$ cat src/rtl/fsk_frame_sequencer.sv
// FSK frame sequencer: serialises bytes as UART-style frames and drives
// the phase-continuous waveform table index for the DAC path.
module fsk_frame_sequencer #(
  parameter int         SAMPLES_PER_BIT = 1000,
  parameter logic [5:0] STEP_MARK       = 6'd10,
  parameter logic [5:0] STEP_SPACE      = 6'd5,
  parameter logic [5:0] STEP_IDLE       = 6'd1
) (
  input  logic       clk100mhz,
  input  logic       rst,
  input  logic [7:0] i8_data,
  input  logic       i_valid,
  output logic       o_ready,
  input  logic       i_abort,
  output logic [5:0] o6_mem_index,
  output logic [5:0] o6_step,
  output logic       o_mark,
  output logic       o_busy,
  output logic       o_frame_done
);

  localparam int CW = $clog2(SAMPLES_PER_BIT);
  localparam logic [CW-1:0] TC = CW'(SAMPLES_PER_BIT - 1);

  typedef enum logic [1:0] {IDLE, START, DATA, STOP} state_e;

  state_e        state_q;
  logic [7:0]    byte_q;
  logic [CW-1:0] samp_q;
  logic [2:0]    bit_q;
  logic [5:0]    index_q;
  logic [5:0]    step_q;
  logic          mark_q;
  logic          done_q;

  logic       accept;
  logic       tc;
  logic [2:0] bit_d;

  assign o_ready = (state_q == IDLE) && !i_abort;
  assign accept  = i_valid && o_ready;
  assign tc      = (samp_q == TC);
  assign bit_d   = bit_q + 3'd1;

  assign o6_mem_index = index_q;
  assign o6_step      = step_q;
  assign o_mark       = mark_q;
  assign o_busy       = (state_q != IDLE);
  assign o_frame_done = done_q;

  always_ff @(posedge clk100mhz) begin
    if (rst) begin
      state_q <= IDLE;
      byte_q  <= '0;
      samp_q  <= '0;
      bit_q   <= '0;
      index_q <= '0;
      step_q  <= STEP_IDLE;
      mark_q  <= 1'b0;
      done_q  <= 1'b0;
    end else begin
      // Phase runs continuously; only reset clears it.
      index_q <= index_q + step_q;
      done_q  <= 1'b0;
      if (state_q != IDLE && i_abort) begin
        state_q <= IDLE;
        byte_q  <= '0;
        samp_q  <= '0;
        bit_q   <= '0;
        step_q  <= STEP_IDLE;
        mark_q  <= 1'b0;
      end else begin
        unique case (state_q)
          IDLE: begin
            if (accept) begin
              state_q <= START;
              byte_q  <= i8_data;
              samp_q  <= '0;
              step_q  <= STEP_SPACE;
              mark_q  <= 1'b0;
            end
          end
          START: begin
            if (tc) begin
              state_q <= DATA;
              samp_q  <= '0;
              bit_q   <= '0;
              step_q  <= byte_q[0] ? STEP_MARK : STEP_SPACE;
              mark_q  <= byte_q[0];
            end else begin
              samp_q <= samp_q + CW'(1);
            end
          end
          DATA: begin
            if (tc) begin
              samp_q <= '0;
              if (bit_q == 3'd7) begin
                state_q <= STOP;
                step_q  <= STEP_MARK;
                mark_q  <= 1'b1;
              end else begin
                bit_q  <= bit_d;
                step_q <= byte_q[bit_d] ? STEP_MARK : STEP_SPACE;
                mark_q <= byte_q[bit_d];
              end
            end else begin
              samp_q <= samp_q + CW'(1);
            end
          end
          STOP: begin
            if (tc) begin
              state_q <= IDLE;
              samp_q  <= '0;
              step_q  <= STEP_IDLE;
              mark_q  <= 1'b0;
              done_q  <= 1'b1;
            end else begin
              samp_q <= samp_q + CW'(1);
            end
          end
          default: state_q <= IDLE;
        endcase
      end
    end
  end

endmodule

$ cat config.mk
export PLATFORM = sky130hd
export DESIGN_NAME = fsk_frame_sequencer
export DESIGN_NICKNAME = d
export VERILOG_FILES = /design/src/rtl/fsk_frame_sequencer.sv
export SDC_FILE = /design/constraint.sdc
export NUM_CORES = 1
export LEC_CHECK = 0
export CORE_AREA = 2 2 83 85
export DETAILED_ROUTE_END_ITERATION = 7
export DIE_AREA = 0 0 85 87
export HOLD_SLACK_MARGIN = 0.1
export MAX_ROUTING_LAYER = met4
export PLACE_DENSITY = 0.56
export REMOVE_ABC_BUFFERS = 1
export SKIP_LAST_GASP = 1
export SYNTH_ARGS = -nofsm -noshare
export SYNTH_HDL_FRONTEND = slang
export SYNTH_SLANG_ARGS = --single-unit
$ cat constraint.sdc
create_clock -name clk100mhz -period 1.8 [get_ports clk100mhz]
set_clock_uncertainty 0.15 [all_clocks]
set_input_delay 0.18 -clock clk100mhz [delete_from_list [all_inputs] [get_ports clk100mhz]]
set_output_delay 0.18 -clock clk100mhz [all_outputs]
set_load 0.02 [all_outputs]
==> impl_results.md, run 1 <==
* Met2 GRT Util at 22.4%
* Fin crit period at 1.84 ns
* Sequential share of power at 29.4%
* Worst VDD drop at 0.000581 V
* Sequential-to-total area share from yosys stat at 36.8%
* Slew Viols, Final at 0
* Switching Share at 37.9%
* Met3 Resource Use GR at 2.56%
* Yosys reg bits at 34
* Worst hold start: i8_data[3]
* R2R Setup Slk at -0.04 ns
* Worst path slowest cell: or4b_1
* EDFF count, synth at 0
* YS warnings at 0
* Syn_area_per_cell at 8.49 µm²
* Met1 Usage GRT at 18.9%
* Commonest non-fill, non-tap cell in the layout: buf_4
* Root buffer cell: clkbuf_8
* I/O pin count at 28
* Crit path launch type: register
* DR WL/cell at 13.7 µm
* Endpoints failing setup at 6
* Post-synthesis cell type count at 53
* WL final at 5060 µm
* Logic gate share of total power at 51.3%
* Ys flop type: dfxtp_1
* Core Footprint at 0.00657 mm²
* P&R area growth vs syn at 48.3%
* Via Count at 1,817
* Post-CTS Hold Fix Bufs at 0
* Initial antenna violation count at 0
* Clk_lat worst skew at 0.29 ns
* Pwr dens at 1120 mW/mm²
* Top cells by area, synth: dfxtp_1 37%, ha_1 8.1%, a21oi_1 5.9%, nand2_1 3.9%, nand3_1 3.8%
* Post-synth top area share at 36.8%
* Reg2reg start: state_q[1]
* Pre-Repair DR Iteration Count at 4
* # port buffers at 25
* Largest net degree at the start of global routing at 11
* First-pass GRT wire length at 8280 µm
* Vias in the first global route at 1,747
* Vias/cell at 4.91
* DRC errors left at 0
* Worst setup margin at -0.0383 ns
* Full die area at 0.00740 mm²
* Depth of the most critical reg-to-reg path at 5
* FF-to-FF End: samp_q[7]
* Die Span X at 85 µm
* CTS tree: yes
* Largest delay share family, worst path: compound AO/OA/AOI/OAI gates
* Crit. End Element: register
* Final Cycle Share at 102%
* WS Path Type: register to register
* P_sw at 1170 µW
* Worst-path clk slew at 0.07 ns
* Synth async-reset ratio at 0%
* Cells on Worst Hold Path at 3
* Hold worst-path end: byte_q[3]
* Mapped Cells at 218
* Commonest cells after routing, fill and taps aside: 46 x buf_4, 32 x dfxtp_1, 23 x clkdlybuf4s50_1
* Post-layout util at 41.8%
* Final HPWL DP at 3860 µm
* P_leak at 0.00101 µW
* Busiest grt layer: met2
* RSZ-0062 raised after global routing: true
* Clock sink count at 34
* Initial Util at 28.2%
* Tot GR Track Use at 14.7%
* Fillers at 658
* CP Cell Sequence: inv_2, ha_4, a2111o_1, or4b_1, a21oi_1
* CTS buffer count at 5
* Antenna diode count at 0
* Crit path arrival time at 1.91 ns
* Total congestion overflow at 0
* P_int at 1910 µW
* F_max at 0.544 GHz
* Worst hold path class: input port to register
* CP peak stage delay at 0.48 ns
* Worst Path Buf+Inv at 1
* Post-route ant nets at 0
* CP required at 1.87 ns
* # rows at 30
* Layout cells sized above 1 at 31.4%
* Fin. Hold Viols at 0
* H-Tree Depth at 2
* Detailed Route Iter0 Violations at 79
* Synth area leader: dfxtp_1
* Worst-path fanout max at 6
* Nets at 314
* Failing checks: negative setup slack
* Area of the mapped netlist at 0.00185 mm²
* Die Span Y at 87 µm
* Max Root-Sink Buffers at 2
* Place WS at -0.264 ns
* Status: finished, violations left
* Max_cap viols at 0
* Clk pwr share at 19.2%
* GP Congestion at 0.903
## state kept, by name, summed over array words and instances, names as in the netlist
signal        flops
o6_step           3
bit_q             3
o6_mem_index      6
o_mark            1
samp_q           10
byte_q            8
o_frame_done      1
state_q           2
## worst register-to-register path, stage by stage (launching register included)
cell and delay [ns]:
dfxtp_2 0.35, inv_2 0.08, ha_4 0.19, a2111o_1 0.39
or4b_1 0.48, a21oi_1 0.14
## per-layer routing
metal | vias up | part of all wire [%]
met1 | 838 | 48
met5 | - | 0
met3 | 6 | 4.1
li1 | 934 | -
met4 | 0 | 2.3
met2 | 39 | 46
## per-stage QoR
stage          cells  TNS, ns  hold slack [ns]  total power (µW)  cell area (µm²)
2_1_floorplan    208    -3.91           0.0967              1580             1800
3_3_place_gp     358    -1.78            0.295              2250             2490
3_5_place_dp     358    -2.07            0.300              2270             2490
4_1_cts          368  -0.0862            0.296              3000             2650
5_1_grt          370   -0.595            0.313              3270             2740
6_report         370   -0.119            0.301              3080             2740
## cell usage after synthesis (5+ instances only)
cell      count
nor2_1       12
inv_1        10
dfxtp_1      34
nor2b_1       7
a21oi_1      22
nor3_1        5
nand2_1      19
nand3_1      14
clkbuf_1      7
ha_1         12
o21ai_0      11
## layout make-up
| type | instances | area (µm²) | area share (%) |
|---|---|---|---|
| clock buffers | 7 | 86.3 | 3.15 |
| clock inverters | 1 | 5.00 | 0.182 |
| inverters | 11 | 42.5 | 1.55 |
| multi-input cells | 163 | 1210 | 44.0 |
| flip-flops and latches | 34 | 683 | 24.9 |
| well taps | 80 | 100 | 3.65 |
| repair buffers | 74 | 619 | 22.6 |
## power groups by stage
stage          clock [µW]  combinational, µW  sequential, µW
2_1_floorplan           0                614             968
3_3_place_gp            0               1340             909
3_5_place_dp            0               1360             913
4_1_cts               610               1490             902
5_1_grt               635               1720             915
6_report              593               1580             906
## what timing repair did
item | in CTS | in global routing
cloned | 0 | 0
resized for setup | 20 | 22
hold endpoints to repair | 0 | 0
endpoints found under the setup margin | 27 | 14
setup buffers | 2 | 2
pin swaps | 7 | 6
## how the worst max path moves through the flow
stage,slack [ns],depth (start not counted),startpoint,to
finish,-0.04,5,state_q[1],samp_q[7]
global route,-0.09,6,state_q[1],state_q[1]
CTS,-0.03,5,state_q[1],samp_q[7]
detailed placement,-0.26,5,i_valid,samp_q[7]
global placement,-0.23,5,i_valid,samp_q[7]
floorplan,-0.28,6,state_q[0],byte_q[0]
## kinds of logic after synthesis
group / count (synthesis) / synth area share (%)
XOR/XNOR: 5 / 2.37
buffers and inverters: 22 / 5.14
AND/OR/NAND/NOR: 78 / 23.0
AO/OA/AOI/OAI: 61 / 21.2
other: 1 / 0.203
flip-flops: 34 / 36.8
adder cells (fa/ha/maj): 13 / 9.20
multiplexers: 4 / 2.16
(Power assumes the default switching activity.)
==> inputs of run 2 (changes only) <==
- DONT_BUFFER_PORTS: unset -> 1
- MAX_ROUTING_LAYER: met4 -> unset
- PLACE_DENSITY: 0.56 -> 0.5
==> run 2 against run 1 <==
Against the previous run: the run still ends with negative setup slack left; wire length increased by 0.99%; register-to-register slack about the same; cell area decreased by 5.2%; die area unchanged; clock-buffer cell count decreased by 1; largest cell class unchanged; critical endpoint unchanged.
==> impl_results.md, run 2 (same netlist as run 1, synthesis figures left out) <==
* Clock sink count at 34 (unchanged)
* First-pass GRT wire length at 8500 µm (+2.7%)
* P&R area growth vs syn at 40.5%
* Nets at 292 (-7.0%)
* Detailed Route Iter0 Violations at 88 (+11%)
* Max Root-Sink Buffers at 2 (unchanged)
* Biggest register: samp_q
* RSZ-0062 raised after global routing: true
* CTS tree: yes
* Root buffer cell: clkbuf_8
* Pwr dens at 1130 mW/mm² (+0.90%)
* Worst hold path class: input port to register
* Total congestion overflow at 0 (unchanged)
* Final HPWL DP at 3690 µm (-4.6%)
* Crit. End Element: register
* Die Span X at 85 µm (unchanged)
* Finished Layout Cells at 348 (-5.9%)
* Core Footprint at 0.00657 mm² (unchanged)
* Commonest non-fill, non-tap cell in the layout: buf_4
* DRT met1 WL at 2380 µm (-1.1%)
* Commonest cells after routing, fill and taps aside: 37 x buf_4, 28 x dfxtp_1, 18 x nand2_1, 18 x a21oi_1, 14 x nand3_1
* Full die area at 0.00740 mm² (unchanged)
* CP required at 1.88 ns (about the same)
* Crit path arrival time at 1.92 ns (about the same)
* Worst-path clk slew at 0.08 ns (about the same)
* Layout cells sized above 1 at 32.1% (+0.71 points)
* Depth of the most critical reg-to-reg path at 5 (unchanged)
* Clk_lat worst skew at 0.29 ns (about the same)
* # port buffers at 0 (-100%)
* Worst VDD drop at 0.000480 V (-17%)
* Antenna diode count at 0 (unchanged)
* Endpoints failing setup at 2 (-4)
* WL final at 5110 µm (+0.99%)
* Final instance area at 0.00260 mm² (-5.2%)
* P_leak at 0.000936 µW (-7.7%)
* CP peak stage delay at 0.50 ns (+0.02 ns)
* Post-route ant nets at 0 (unchanged)
* Largest net degree at the start of global routing at 16 (+5)
* Via Count at 1,774 (-2.4%)
* WS Path Type: register to register
* Pre-Repair DR Iteration Count at 4 (unchanged)
* Cells on Worst Hold Path at 4 (+1)
* CTS buffer count at 5 (unchanged)
* GP Congestion at 0.838 (-7.3%)
* Placed cell area at 0.00221 mm² (-11%)
* Post-placement cell count at 328 (-8.4%)
* Die Span Y at 87 µm (unchanged)
* Status: finished, violations left
* # rows at 30 (unchanged)
* Max_cap viols at 0 (unchanged)
* Fin crit period at 1.84 ns (-0.000714 ns)
* Place WS at -0.118 ns (+0.146 ns)
* CP Cell Sequence: inv_2, ha_4, a2111o_1, or4b_1, a21oi_2
* DR WL/cell at 14.7 µm (+7.4%)
* Initial Util at 28.2% (unchanged)
* Vias in the first global route at 1,836 (+5.1%)
* Vias/cell at 5.10 (+3.8%)
* F_max at 0.544 GHz (about the same)
* H-Tree Depth at 2 (unchanged)
* Slew Viols, Final at 0 (unchanged)
* Met2 Wirelength at 2320 µm (-0.56%)
* Tot GR Track Use at 14.5% (-0.17 points)
* Worst-path fanout max at 3 (-3)
* Worst setup margin at -0.0376 ns (+0.000714 ns)
* DRC errors left at 0 (unchanged)
* Detail Route met3 WL at 293 µm (+40%)
* Max FFs per register at 10 (unchanged)
* Initial antenna violation count at 0 (unchanged)
* Final Cycle Share at 102% (about the same)
* Fin. Hold Viols at 0 (unchanged)
* Crit path launch type: register
* Failing checks: negative setup slack
* Worst path slowest cell: or4b_1
* Overall power at 2940 µW (-4.4%)
* I/O pin count at 28 (unchanged)
* Uppermost layer routed: met4
run 2: power by group:
group,leakage [µW],internal (µW),switching [µW],total (µW)
Clock,0.0000472,308,293,601
Combinational,0.000609,637,785,1420
Sequential,0.000279,849,71.8,921
run 2: cell type report:
type	instances	area, µm²
well taps	80	100
multi-input cells	163	1220
repair buffers	52	442
clock inverters	2	12.5
flip-flops and latches	34	693
inverters	11	45.0
fillers	660	3970
clock buffers	6	82.6
run 2: layer usage:
metal / vias up / global-route usage, %
li1: 890 / -
met1: 827 / 18.9
met2: 46 / 22.6
met3: 11 / 3.60
met4: 0 / 6.78
met5: - / 0
run 2: final timing paths:
check | slack (ns) | startpoint | to
setup reg to reg | -0.04 | state_q[0] | samp_q[7]
hold / removal | 0.08 | i_valid | samp_q[0]
setup / recovery | -0.04 | state_q[0] | samp_q[7]
hold reg to reg | 0.31 | byte_q[4] | byte_q[4]
run 2: through the flow:
stage                     TNS [ns]  utilization, %  hold slack (ns)
final                      -0.0590            39.6           0.0832
after global routing        -0.439            39.6            0.104
after CTS                  -0.0301            37.4            0.105
after detailed placement    -0.364            33.7            0.103
after global placement      -0.155            33.7           0.0994
after floorplan              -3.91               -           0.0967
run 2: what timing repair did:
item / in CTS / in global routing
pin swaps: 8 / 8
hold endpoints to repair: 17 / 0
setup buffers: 0 / 2
hold buffers: 11 / 0
resized for setup: 12 / 30
setup endpoints to repair: 9 / 17
run 2: worst max-delay path, delay by kind of cell, from the launching register on:
kind	cells	cell delay (ns)
compound gates	2	0.53
fa+ha+maj	1	0.17
buf+inv	1	0.06
flops	1	0.36
simple gates	1	0.50
